$ cat src/rtl/ad_ip_jesd204_tpl_dac_sel_ctrl_if.sv
// Register-map side and datapath side signals of the DAC data-source selection controller.
// Handshake: cfg_update, ext_sync and link_ready are qualifiers sampled on the link_clk edge; dac_sync is a one-cycle strobe.
interface ad_ip_jesd204_tpl_dac_sel_ctrl_if #(
  parameter int NUM_CHANNELS = 2
);
  logic [NUM_CHANNELS*4-1:0] cfg_data_sel;
  logic                      cfg_update;
  logic                      cfg_sync_mode;
  logic                      ext_sync;
  logic                      link_ready;
  logic                      dac_dunf;
  logic                      unf_mute_en;
  logic [NUM_CHANNELS*4-1:0] dac_data_sel;
  logic                      dac_sync;
  logic                      busy;
  logic                      timeout;
  logic                      unf_muted;

  modport master (
    output cfg_data_sel, cfg_update, cfg_sync_mode, ext_sync, link_ready, dac_dunf, unf_mute_en,
    input  dac_data_sel, dac_sync, busy, timeout, unf_muted
  );

  modport slave (
    input  cfg_data_sel, cfg_update, cfg_sync_mode, ext_sync, link_ready, dac_dunf, unf_mute_en,
    output dac_data_sel, dac_sync, busy, timeout, unf_muted
  );
endinterface

$ cat src/rtl/ad_ip_jesd204_tpl_dac_sel_ctrl.sv
// Sequences atomic per-channel data-source changes onto link_ready beats with a dac_sync pulse,
// and masks DMA-sourced channels to zero while a DMA underflow holdoff is running.
module ad_ip_jesd204_tpl_dac_sel_ctrl #(
  parameter int NUM_CHANNELS = 2,
  parameter int ARM_TIMEOUT  = 65535,
  parameter int UNF_HOLDOFF  = 16
) (
  input  logic                          link_clk,
  input  logic                          rst,
  ad_ip_jesd204_tpl_dac_sel_ctrl_if.slave sel_if,
  output logic [1:0]                    dbg_state
);

  localparam int SW = NUM_CHANNELS * 4;
  localparam int TW = (ARM_TIMEOUT > 0) ? $clog2(ARM_TIMEOUT + 1) : 1;
  localparam int HW = (UNF_HOLDOFF > 1) ? $clog2(UNF_HOLDOFF + 1) : 1;
  localparam logic [TW-1:0] TCNT_LAST = TW'(ARM_TIMEOUT - 1);
  localparam logic [HW-1:0] HOLD_LOAD = HW'(UNF_HOLDOFF);

  typedef enum logic [1:0] {
    IDLE       = 2'd0,
    WAIT_SYNC  = 2'd1,
    WAIT_READY = 2'd2
  } state_t;

  state_t          state;
  logic [SW-1:0]   pending;
  logic [SW-1:0]   applied;
  logic [TW-1:0]   tcnt;
  logic [HW-1:0]   hold;
  logic            sync_r;
  logic            busy_r;
  logic            timeout_r;
  logic            muted_r;
  logic [SW-1:0]   sel_eff;

  always_ff @(posedge link_clk) begin
    if (rst) begin
      state     <= IDLE;
      pending   <= '0;
      applied   <= '0;
      tcnt      <= '0;
      sync_r    <= 1'b0;
      busy_r    <= 1'b0;
      timeout_r <= 1'b0;
    end else begin
      sync_r <= 1'b0;
      // A new request restarts the sequence from any state and beats ext_sync/link_ready.
      if (sel_if.cfg_update) begin
        pending   <= sel_if.cfg_data_sel;
        timeout_r <= 1'b0;
        tcnt      <= '0;
        busy_r    <= 1'b1;
        state     <= sel_if.cfg_sync_mode ? WAIT_SYNC : WAIT_READY;
      end else begin
        case (state)
          WAIT_SYNC: begin
            if (sel_if.ext_sync) begin
              state <= WAIT_READY;
            end else if ((ARM_TIMEOUT != 0) && (tcnt == TCNT_LAST)) begin
              state     <= IDLE;
              busy_r    <= 1'b0;
              timeout_r <= 1'b1;
              pending   <= '0;
            end else begin
              tcnt <= tcnt + 1'b1;
            end
          end
          WAIT_READY: begin
            if (sel_if.link_ready) begin
              applied <= pending;
              sync_r  <= 1'b1;
              busy_r  <= 1'b0;
              state   <= IDLE;
            end
          end
          default: begin
          end
        endcase
      end
    end
  end

  // Holdoff counts clean cycles; the mute drops on the edge where it would hit zero.
  always_ff @(posedge link_clk) begin
    if (rst || !sel_if.unf_mute_en) begin
      muted_r <= 1'b0;
      hold    <= '0;
    end else if (sel_if.dac_dunf) begin
      muted_r <= 1'b1;
      hold    <= HOLD_LOAD;
    end else if (muted_r) begin
      if (hold <= HW'(1)) begin
        muted_r <= 1'b0;
        hold    <= '0;
      end else begin
        hold <= hold - 1'b1;
      end
    end
  end

  always_comb begin
    sel_eff = applied;
    for (int i = 0; i < NUM_CHANNELS; i++) begin
      if (muted_r && (applied[i*4 +: 4] == 4'd2)) begin
        sel_eff[i*4 +: 4] = 4'd3;
      end
    end
  end

  assign sel_if.dac_data_sel = sel_eff;
  assign sel_if.dac_sync     = sync_r;
  assign sel_if.busy         = busy_r;
  assign sel_if.timeout      = timeout_r;
  assign sel_if.unf_muted    = muted_r;
  assign dbg_state           = state;

endmodule

$ cat src/flat_wrapper.sv
// flat-port wrapper written by rule: the top's interface ports become plain ports
module ad_ip_jesd204_tpl_dac_sel_ctrl_flat 
#(
  parameter int NUM_CHANNELS = 2,
  parameter int ARM_TIMEOUT  = 65535,
  parameter int UNF_HOLDOFF  = 16
)
  (link_clk, rst, dbg_state, sel_if_cfg_data_sel, sel_if_cfg_update, sel_if_cfg_sync_mode, sel_if_ext_sync, sel_if_link_ready, sel_if_dac_dunf, sel_if_unf_mute_en, sel_if_dac_data_sel, sel_if_dac_sync, sel_if_busy, sel_if_timeout, sel_if_unf_muted);
  ad_ip_jesd204_tpl_dac_sel_ctrl_if #(.NUM_CHANNELS(NUM_CHANNELS)) sel_if_i ();
  input  logic link_clk;
  input  logic rst;
  output logic [1:0] dbg_state;
  input wire logic [$bits(sel_if_i.cfg_data_sel)-1:0] sel_if_cfg_data_sel;
  input wire logic [$bits(sel_if_i.cfg_update)-1:0] sel_if_cfg_update;
  input wire logic [$bits(sel_if_i.cfg_sync_mode)-1:0] sel_if_cfg_sync_mode;
  input wire logic [$bits(sel_if_i.ext_sync)-1:0] sel_if_ext_sync;
  input wire logic [$bits(sel_if_i.link_ready)-1:0] sel_if_link_ready;
  input wire logic [$bits(sel_if_i.dac_dunf)-1:0] sel_if_dac_dunf;
  input wire logic [$bits(sel_if_i.unf_mute_en)-1:0] sel_if_unf_mute_en;
  output wire logic [$bits(sel_if_i.dac_data_sel)-1:0] sel_if_dac_data_sel;
  output wire logic [$bits(sel_if_i.dac_sync)-1:0] sel_if_dac_sync;
  output wire logic [$bits(sel_if_i.busy)-1:0] sel_if_busy;
  output wire logic [$bits(sel_if_i.timeout)-1:0] sel_if_timeout;
  output wire logic [$bits(sel_if_i.unf_muted)-1:0] sel_if_unf_muted;
  assign sel_if_i.cfg_data_sel = sel_if_cfg_data_sel;
  assign sel_if_i.cfg_update = sel_if_cfg_update;
  assign sel_if_i.cfg_sync_mode = sel_if_cfg_sync_mode;
  assign sel_if_i.ext_sync = sel_if_ext_sync;
  assign sel_if_i.link_ready = sel_if_link_ready;
  assign sel_if_i.dac_dunf = sel_if_dac_dunf;
  assign sel_if_i.unf_mute_en = sel_if_unf_mute_en;
  assign sel_if_dac_data_sel = sel_if_i.dac_data_sel;
  assign sel_if_dac_sync = sel_if_i.dac_sync;
  assign sel_if_busy = sel_if_i.busy;
  assign sel_if_timeout = sel_if_i.timeout;
  assign sel_if_unf_muted = sel_if_i.unf_muted;
  ad_ip_jesd204_tpl_dac_sel_ctrl #(.NUM_CHANNELS(NUM_CHANNELS), .ARM_TIMEOUT(ARM_TIMEOUT), .UNF_HOLDOFF(UNF_HOLDOFF)) u_core (.link_clk(link_clk), .rst(rst), .sel_if(sel_if_i), .dbg_state(dbg_state));
endmodule
$ cat config.mk
export PLATFORM = sky130hd
export DESIGN_NAME = ad_ip_jesd204_tpl_dac_sel_ctrl_flat
export DESIGN_NICKNAME = d
export VERILOG_FILES = /design/src/rtl/ad_ip_jesd204_tpl_dac_sel_ctrl_if.sv /design/src/rtl/ad_ip_jesd204_tpl_dac_sel_ctrl.sv /design/src/flat_wrapper.sv
export SDC_FILE = /design/constraint.sdc
export NUM_CORES = 1
export LEC_CHECK = 0
export ABC_CLOCK_PERIOD_IN_PS = 3050
export BUFFER_PORTS_ARGS = -buffer_cell sky130_fd_sc_hd__buf_4
export CAP_MARGIN = 15
export CORE_MARGIN = 2
export CORE_UTILIZATION = 60
export CTS_CLUSTER_SIZE = 30
export DETAILED_ROUTE_END_ITERATION = 16
export PLACE_DENSITY = 0.83
export SLEW_MARGIN = 5
export SYNTH_ARGS = -nofsm -noshare
export SYNTH_HDL_FRONTEND = slang
export SYNTH_SLANG_ARGS = --single-unit
$ cat constraint.sdc
create_clock -name link_clk -period 3.05 [get_ports link_clk]
set_input_delay 0.4575 -clock link_clk [delete_from_list [all_inputs] [get_ports link_clk]]
set_output_delay 0.4575 -clock link_clk [all_outputs]
set_load 0.1 [all_outputs]
==> results of run 1 <==
stage by stage:
| step | instances | area (sq um) |
|---|---|---|
| after floorplan | 229 | 2010 |
| after global placement | 289 | 2240 |
| after detailed placement | 289 | 2240 |
| after CTS | 297 | 2320 |
| after global routing | 297 | 2320 |
| final | 297 | 2320 |
power by group:
part	internal (mW)	switching, mW	total [mW]
registers	0.573	0.0108	0.584
logic	0.0361	0.0633	0.0994
clock network	0.172	0.190	0.362
total	0.782	0.264	1.05
cell families after synthesis:
group	Yosys count	share of synthesized area, %
AO/OA/AOI/OAI	61	21.8
XOR/XNOR	3	1.32
adder cells (fa/ha/maj)	4	2.51
buffers and inverters	28	5.33
flip-flops	43	43.1
multiplexers	6	3.01
AND/OR/NAND/NOR	84	22.9
layer usage:
layer  vias to the layer above  part of all wire [%]
met2                        40                    47
li1                        877                     -
met4                         0                   1.5
met1                       789                    47
met5                         -                     0
met3                         6                   4.6
worst register-to-register path, stage by stage (launching register included):
cell     delay (ns)
dfxtp_1        0.47
ha_1           0.29
nand2_1        0.15
nor2_1         0.50
a21oi_1        0.24
a31o_2         0.29
worst paths after layout:
kind,slack (ns),cells past startpoint,end
min reg2reg,0.47,2,u_core.applied[3]
max,0.97,3,sel_if_dac_data_sel[0]
max reg2reg,1.04,5,u_core.dbg_state[0]
min,0.26,2,u_core.hold[1]
placed cells by master (no fill, tap or decap), types with 3 or more instances in the layout:
cell	instances
a211oi_1	4
nor3_1	4
ha_1	4
nand2_1	31
a22o_1	8
o21ai_1	3
clkbuf_4	5
buf_4	30
mux2i_1	6
a21oi_1	22
or4_1	4
inv_1	14
nand4_1	5
nor4_1	3
o31ai_1	4
or3_1	4
nor2_1	11
a2111o_1	3
and2_1	3
and4_1	3
dfxtp_1	43
nand3_1	5
synth_stat cells (3+ instances only):
| cell | n |
|---|---|
| nor4_1 | 3 |
| a21oi_1 | 22 |
| and2_1 | 3 |
| nor2_1 | 11 |
| inv_1 | 14 |
| clkbuf_1 | 12 |
| dfxtp_1 | 43 |
| a2111o_1 | 3 |
| o21ai_1 | 3 |
| mux2i_1 | 6 |
| nand4_1 | 5 |
| or3_1 | 4 |
| or4_1 | 4 |
| nor3_1 | 4 |
| ha_1 | 4 |
| and4_1 | 3 |
| o31ai_1 | 4 |
| a211oi_1 | 4 |
| nand3_1 | 5 |
| nand2_1 | 31 |
| a22o_1 | 8 |
flip-flops by register name, summed over array words and instances, names as in the netlist:
name,cells
u_core.applied,8
u_core.dbg_state,2
u_core.hold,5
u_core.pending,8
u_core.sel_if.busy,1
u_core.sel_if.dac_sync,1
u_core.sel_if.timeout,1
u_core.sel_if.unf_muted,1
u_core.tcnt,16
cell type report:
cell class,instances,area (sq um)
Tap cell,44,55.1
Fill cell,258,781
Clock buffer,5,37.5
Sequential cell,43,861
Multi-Input combinational cell,158,1050
Clock inverter,3,43.8
Timing Repair Buffer,30,225
Inverter,14,52.6
==> flow_summary.ini, run 1 <==
[status]
status = finished, final reports clean

[cts]
clk_latency_ns = 0.37
clk_path_buf_depth = 2
hold_buffers = 0
clkSinkCount = 43
cts_setup_buffers = 0
cts_buffers = 5
h-tree-depth = 2
clockRootBuffer = clkbuf_4
cts_tree = yes
cts.repair.resized = 0
clk_pin_slew_worst_paths_ns = 0.13

[floorplan]
io_pins = 30
die_height_um = 61.7
start_util_pct = 64.3
die_w_um = 61.7
coreArea_sq_um = 3100
row_count = 20
dieArea_sq_um = 3800

[sta]
skew_ns = 0.00874
setup_violations = 0
slew_violations = 0
hold_viol = 0
timing.setup.tns_ns = 0
min_period_over_period_pct = 68.2
fmax_mhz = 481
worst_slew_pin_slew_ns = 0.687
fin_hold_ws_ns = 0.261
layout_setup_ws_ns = 0.971
max_slew_margin_pct = 54.1
period_minus_slack_ns = 2.08
rsz0062_at_grt = no

[yosys]
ys_seq_elements = 43
synth.top_cells.by_area = dfxtp_1 (43%), nand2_1 (5.8%), a21oi_1 (5.5%)
synth_edf_count = 0
synthArstFlopShare_pct = 0
ys_types = 48
synth_ff_type = dfxtp_1
seq_area_frac_synth_pct = 43.1
synthCells = 229
synth_nets = 249
synth_largest_area_cell = dfxtp_1
avgSynthCellArea_sq_um = 8.71
synth.cell_area_sq_um = 2000
yosysWarnings = 0
synth_top_area_share_pct = 43.1

[layout]
syn_to_final_growth_pct = 16.4
antenna-diode-count = 0
nNetsFinal = 272
fin_util_pct = 74.8
drive_gt1_share_pct = 18.6

[power]
p_total_mw = 1.05
p_leak_nw = 0.866
peakVddDrop_uv = 318
power_per_cell_area_nw_per_um2 = 450

[detailed_routing]
wl_per_cell_um = 13.6
first_iter_violations = 102
drcViolationCount = 0
dr.pass1.iters = 4
vias = 1712
vias_per_cell = 5.76
wirelength_mm = 4.05
drtAntennaViolNets = 0

[critical_path]
crit_family = buffers and inverters
arrival_ns = 1.62
start_kind = flop
crit_fanout = 6
crit_type = reg2out
path_buf_inv = 2
r2r-start = u_core.tcnt[1]
required_ns = 2.59
crit_path_top_delay_cell = dfxtp_1
max_stage_delay_ns = 0.46
critPathLaunch = u_core.sel_if.unf_muted
crit_chain = inv_1 -> o41ai_4 -> buf_4
cp-end-kind = output port

[grt]
grt.total_usage_pct = 23.1
first_global_vias = 1476
antenna_found_initial = 0
grt_max_degree = 19
use_met2_pct = 36.4
grt_pass1_wl_mm = 6.48
met1_usage_pct = 30.0
grt-busiest-layer = met2
grt-ovfl-total = 0
gr-usage-met3_pct = 6.09

[placed_design]
place_congestion = 0.849
dp_hpwl_mm = 2.93
portBuffers = 29
place_ws_ns = 1.09

[hold_path]
hold_path.class = in2reg
hp-start = sel_if_dac_dunf

[flow_run]
maxCapViolations = 0
Note: power is estimated with default switching activity, not from simulation.
==> run 2, diff against run 1 <==
- ABC_AREA: unset -> 1
- ABC_CLOCK_PERIOD_IN_PS: 3050 -> 2100
- CORE_UTILIZATION: 60 -> 56
- PLACE_DENSITY: 0.83 -> 0.78
- clock period: 3.05 -> 2.1 ns (I/O delays scaled with it)
==> flow_summary.ini, run 2 <==
[sta]
slew_violations = 0
min_period_over_period_pct = 79.7
fin_hold_ws_ns = 0.256
skew_ns = 0.00802
rsz0062_at_grt = no
period_minus_slack_ns = 1.67
setup_violations = 0
timing.setup.tns_ns = 0
hold_viol = 0
fmax_mhz = 598
worst_slew_pin_slew_ns = 0.458
max_slew_margin_pct = 69.2

[critical_path]
crit_fanout = 7
crit_type = reg2out
r2r-start = u_core.tcnt[0]
start_kind = flop
path_buf_inv = 1
arrival_ns = 1.36
crit_family = flip-flops
critPathLaunch = u_core.sel_if.unf_muted
max_stage_delay_ns = 0.40
crit_chain = nand2_1 -> o31ai_4 -> buf_4
cp-end-kind = output port
required_ns = 1.78
crit_path_top_delay_cell = dfxtp_2

[layout]
multi_input_area_sq_um = 1090
regArea_sq_um = 862
final_cell_mix = nand2_1 (77), nor2_1 (45), dfxtp_1 (42)
syn_to_final_growth_pct = 17.2
largest-register = u_core.tcnt
antenna-diode-count = 0
stdcell_count = 384
mostFrequentLayoutCell = nand2_1
fin_util_pct = 68.1
num-fill-cells = 339
drive_gt1_share_pct = 14.3
nNetsFinal = 355
top_regs = u_core.tcnt x16, u_core.applied x8, u_core.pending x8
largest_reg_flops = 16

[hold_path]
hold_path.class = in2reg
hp-start = sel_if_dac_dunf

[detailed_routing]
drtAntennaViolNets = 0
first_iter_violations = 122
wl_per_cell_um = 11.7
vias_per_cell = 5.13
dr.pass1.iters = 6
vias = 1969
wirelength_mm = 4.48
drcViolationCount = 0

[yosys]
synth_edf_count = 0
ys_seq_elements = 43
synth_ff_type = dfxtp_1
ys_types = 24
synth.cell_area_sq_um = 2110
seq_area_frac_synth_pct = 40.8
synth_nets = 329
synth_largest_area_cell = dfxtp_1
synthTopCellsByCount = nand2_1 (77), nor2_1 (45), dfxtp_1 (43)
avgSynthCellArea_sq_um = 6.84
yosysMostFrequentCell = nand2_1
yosysWarnings = 0
synth.top_cells.by_area = dfxtp_1 (41%), nand2_1 (14%), nor2_1 (8.0%)
synthArstFlopShare_pct = 0
synth_top_area_share_pct = 40.8
synthCells = 309

[grt]
first_global_vias = 1718
grt_pass1_wl_mm = 7.69
grt-ovfl-total = 0
antenna_found_initial = 0
grt_max_degree = 16
grt.total_usage_pct = 23.3

[cts]
h-tree-depth = 2
clk_pin_slew_worst_paths_ns = 0.09
clkSinkCount = 43
cts_setup_buffers = 0
hold_buffers = 0
cts_buffers = 5
cts_tree = yes
clk_path_buf_depth = 2
clk_latency_ns = 0.30
clockRootBuffer = clkbuf_8
cts.repair.resized = 0

[power]
p_total_mw = 1.73
p_leak_nw = 1.06
peakVddDrop_uv = 542
power_per_cell_area_nw_per_um2 = 698

[floorplan]
coreArea_sq_um = 3630
die_height_um = 65.4
start_util_pct = 58.1
io_pins = 30
die_w_um = 65.4
row_count = 22
dieArea_sq_um = 4280

[placed_design]
dp_cells = 376
dp_hpwl_mm = 3.31
portBuffers = 29
place_congestion = 0.864

[status]
status = finished, final reports clean

[flow_run]
maxCapViolations = 0
[run 2: cell count changes after synthesis, sizes merged, moves of 6 or more]
cell	before	now
nand2	31	79
nor2	11	46
nand3	6	22
inv	14	29
o21ai	5	18
a21oi	22	32
a22o	8	0
mux2i	6	0
xnor2	1	7
[run 2: power by group]
group | switching [mW] | internal [mW] | leakage [nW]
logic | 0.162 | 0.0636 | 0.648
clock network | 0.294 | 0.354 | 0.0581
registers | 0.0168 | 0.838 | 0.350
total | 0.473 | 1.26 | 1.06
[run 2: per-stage QoR]
stage	setup slack (ns)	instance area (sq um)
2_1_floorplan	0.0113	2130
3_3_place_gp	0.488	2360
3_5_place_dp	0.451	2360
4_1_cts	0.411	2480
5_1_grt	0.299	2480
6_report	0.427	2480
[run 2: cells by family (layout without fill, tap and decap cells)]
family,count (synthesis),count (layout),share of synthesized area [%]
flops,43,43,40.8
simple gates,154,154,29.9
fa+ha+maj,4,4,2.37
compound gates,53,53,13.4
xor+xnor,13,13,5.39
buf+inv,42,69,8.18
[run 2: cell type report]
class                           instances  share of cell area (%)
Tap cell                               48                    2.43
Multi-Input combinational cell        224                    44.1
Inverter                               29                    4.40
Timing Repair Buffer                   32                    9.70
Clock buffer                            5                    2.78
Clock inverter                          3                    1.77
Sequential cell                        43                    34.8
[run 2: tightest hold or removal path: stages]
cell     delay (ns)
buf_4          0.12
inv_1          0.04
a21oi_1        0.05
[run 2: worst paths after layout]
kind                             end  slack (ns)  depth (start not counted)
max           sel_if_dac_data_sel[4]        0.43                          3
max reg2reg           u_core.tcnt[1]        0.44                          9
min          u_core.sel_if.unf_muted        0.26                          3
min reg2reg    u_core.sel_if.timeout        0.47                          2
[run 2: metal layers]
layer | vias up | track usage [%] | wire, um
met5 | - | 0 | 0
met4 | 0 | 6.25 | 53
met1 | 894 | 30.3 | 2080
met2 | 41 | 38.0 | 2150
met3 | 5 | 6.34 | 193
li1 | 1029 | - | -
==> run 3, diff against run 2 <==
- ABC_CLOCK_PERIOD_IN_PS: 2100 -> 1600
- clock period: 2.1 -> 1.6 ns (I/O delays scaled with it)
==> flow_summary.ini, run 3 (synthesized netlist as in run 2, its figures left out) <==
[grt]
grt.total_usage_pct = 23.9
grt_pass1_wl_mm = 7.86
grt-ovfl-total = 0
antenna_found_initial = 0
first_global_vias = 1837
grt_max_degree = 16

[sta]
max_slew_margin_pct = 68.9
layout_setup_ws_ns = 0.0537
period_minus_slack_ns = 1.55
worst_slew_pin_slew_ns = 0.465
setup_violations = 0
rsz0062_at_grt = yes
min_period_over_period_pct = 96.6
fin_hold_ws_ns = 0.184
fmax_mhz = 647
skew_ns = 0.00788
slew_violations = 0
hold_viol = 0
timing.setup.tns_ns = 0

[power]
power_per_cell_area_nw_per_um2 = 839
p_sw_share_pct = 28.2
p_leak_nw = 1.10
p_switching_mw = 0.601
p_total_mw = 2.13
internal-power_mw = 1.53
peakVddDrop_uv = 617
pwr-share-seq_pct = 52.5
pwr-share-clk_pct = 33.4
power_frac_comb_pct = 14.1

[detailed_routing]
vias_per_cell = 5.05
wirelength_mm = 4.67
wl_per_cell_um = 11.9
first_iter_violations = 108
drtAntennaViolNets = 0
vias = 1980
dr.pass1.iters = 4
drcViolationCount = 0

[critical_path]
cp-end-kind = flop
crit_fanout = 15
crit_path_top_delay_cell = dfxtp_1
crit_family = compound AO/OA/AOI/OAI gates
required_ns = 1.77
max_stage_delay_ns = 0.34
crit_chain = inv_1 -> ha_1 -> inv_1 -> nor2_1 -> nand2_1 -> o21ai_4 -> inv_2 -> o21ai_0 -> a21oi_1
start_kind = flop
cp_common_cell = inv_1
path_buf_inv = 3
crit_type = reg2reg
arrival_ns = 1.72

[layout]
drive_gt1_share_pct = 18.0
antenna-diode-count = 0
mostFrequentLayoutCell = nand2_1
final_cell_mix = nand2_1 (76), nor2_1 (44), buf_4 (39)
num-fill-cells = 344
largest-register = u_core.tcnt
largest_reg_flops = 16
syn_to_final_growth_pct = 20.5
stdcell_count = 392
nNetsFinal = 363
top_regs = u_core.tcnt x16, u_core.applied x8, u_core.pending x8

[placed_design]
place_congestion = 0.834
portBuffers = 29
dp_cells = 384
place_ws_ns = 0.0735
dp_hpwl_mm = 3.37

[floorplan]
die_w_um = 65.4
coreArea_sq_um = 3630
dieArea_sq_um = 4280
die_height_um = 65.4
start_util_pct = 58.1
row_count = 22
io_pins = 30

[cts]
clkSinkCount = 43
clk_pin_slew_worst_paths_ns = 0.08
h-tree-depth = 2
clk_path_buf_depth = 2
cts_setup_buffers = 0
cts_tree = yes
cts_buffers = 5
clk_latency_ns = 0.30
clockRootBuffer = clkbuf_8

[hold_path]
hold_path.class = in2reg

[status]
status = finished, final reports clean

[flow_run]
maxCapViolations = 0
-- run 3: worst paths after layout --
check	cells after the start	end	slack (ns)	startpoint
worst min register to register	2	u_core.sel_if.busy	0.47	u_core.sel_if.busy
worst min-delay path	3	u_core.sel_if.unf_muted	0.18	sel_if_dac_dunf
worst max-delay path	9	u_core.tcnt[1]	0.05	u_core.tcnt[0]
worst max register to register	9	u_core.tcnt[1]	0.05	u_core.tcnt[0]
-- run 3: worst register-to-register path, stage by stage (launching register included) --
cell	delay [ns]
dfxtp_1	0.34
inv_1	0.10
ha_1	0.18
inv_1	0.05
nor2_1	0.09
nand2_1	0.09
o21ai_4	0.18
inv_2	0.16
o21ai_0	0.18
a21oi_1	0.06
-- run 3: stage by stage --
stage | util (%) | cell area (sq um)
after floorplan | - | 2140
after global placement | 67.0 | 2440
after detailed placement | 67.0 | 2440
after CTS | 69.6 | 2530
after global routing | 70.0 | 2540
final | 70.0 | 2540
-- run 3: power by group through the flow --
| stage | Sequential (mW) | Combinational, mW | Clock (mW) |
|---|---|---|---|
| floorplan | 1.19 | 0.167 | 0 |
| finish | 1.12 | 0.301 | 0.713 |
| global placement | 1.14 | 0.295 | 0 |
| CTS | 1.12 | 0.299 | 0.728 |
| global route | 1.12 | 0.325 | 0.766 |
| detailed placement | 1.15 | 0.298 | 0 |
-- run 3: layer usage --
metal | vias to the layer above | track usage [%] | routed length (um)
met3 | 5 | 5.14 | 182
met1 | 887 | 28.3 | 2160
met4 | 0 | 8.59 | 69
met2 | 39 | 42.2 | 2250
met5 | - | 0 | 0
li1 | 1049 | - | -
-- run 3: cell type report --
cell class | instances | area, sq um | share of cell area, %
Tap cell | 48 | 60.1 | 2.36
Sequential cell | 43 | 875 | 34.4
Inverter | 29 | 109 | 4.28
Clock buffer | 7 | 86.3 | 3.39
Multi-Input combinational cell | 224 | 1100 | 43.3
Timing Repair Buffer | 40 | 308 | 12.1
Clock inverter | 1 | 5.00 | 0.197
-- run 3: timing repair --
item	in CTS	in global routing
endpoints found under the setup margin	0	24
resized for setup	0	6
hold buffers	0	0
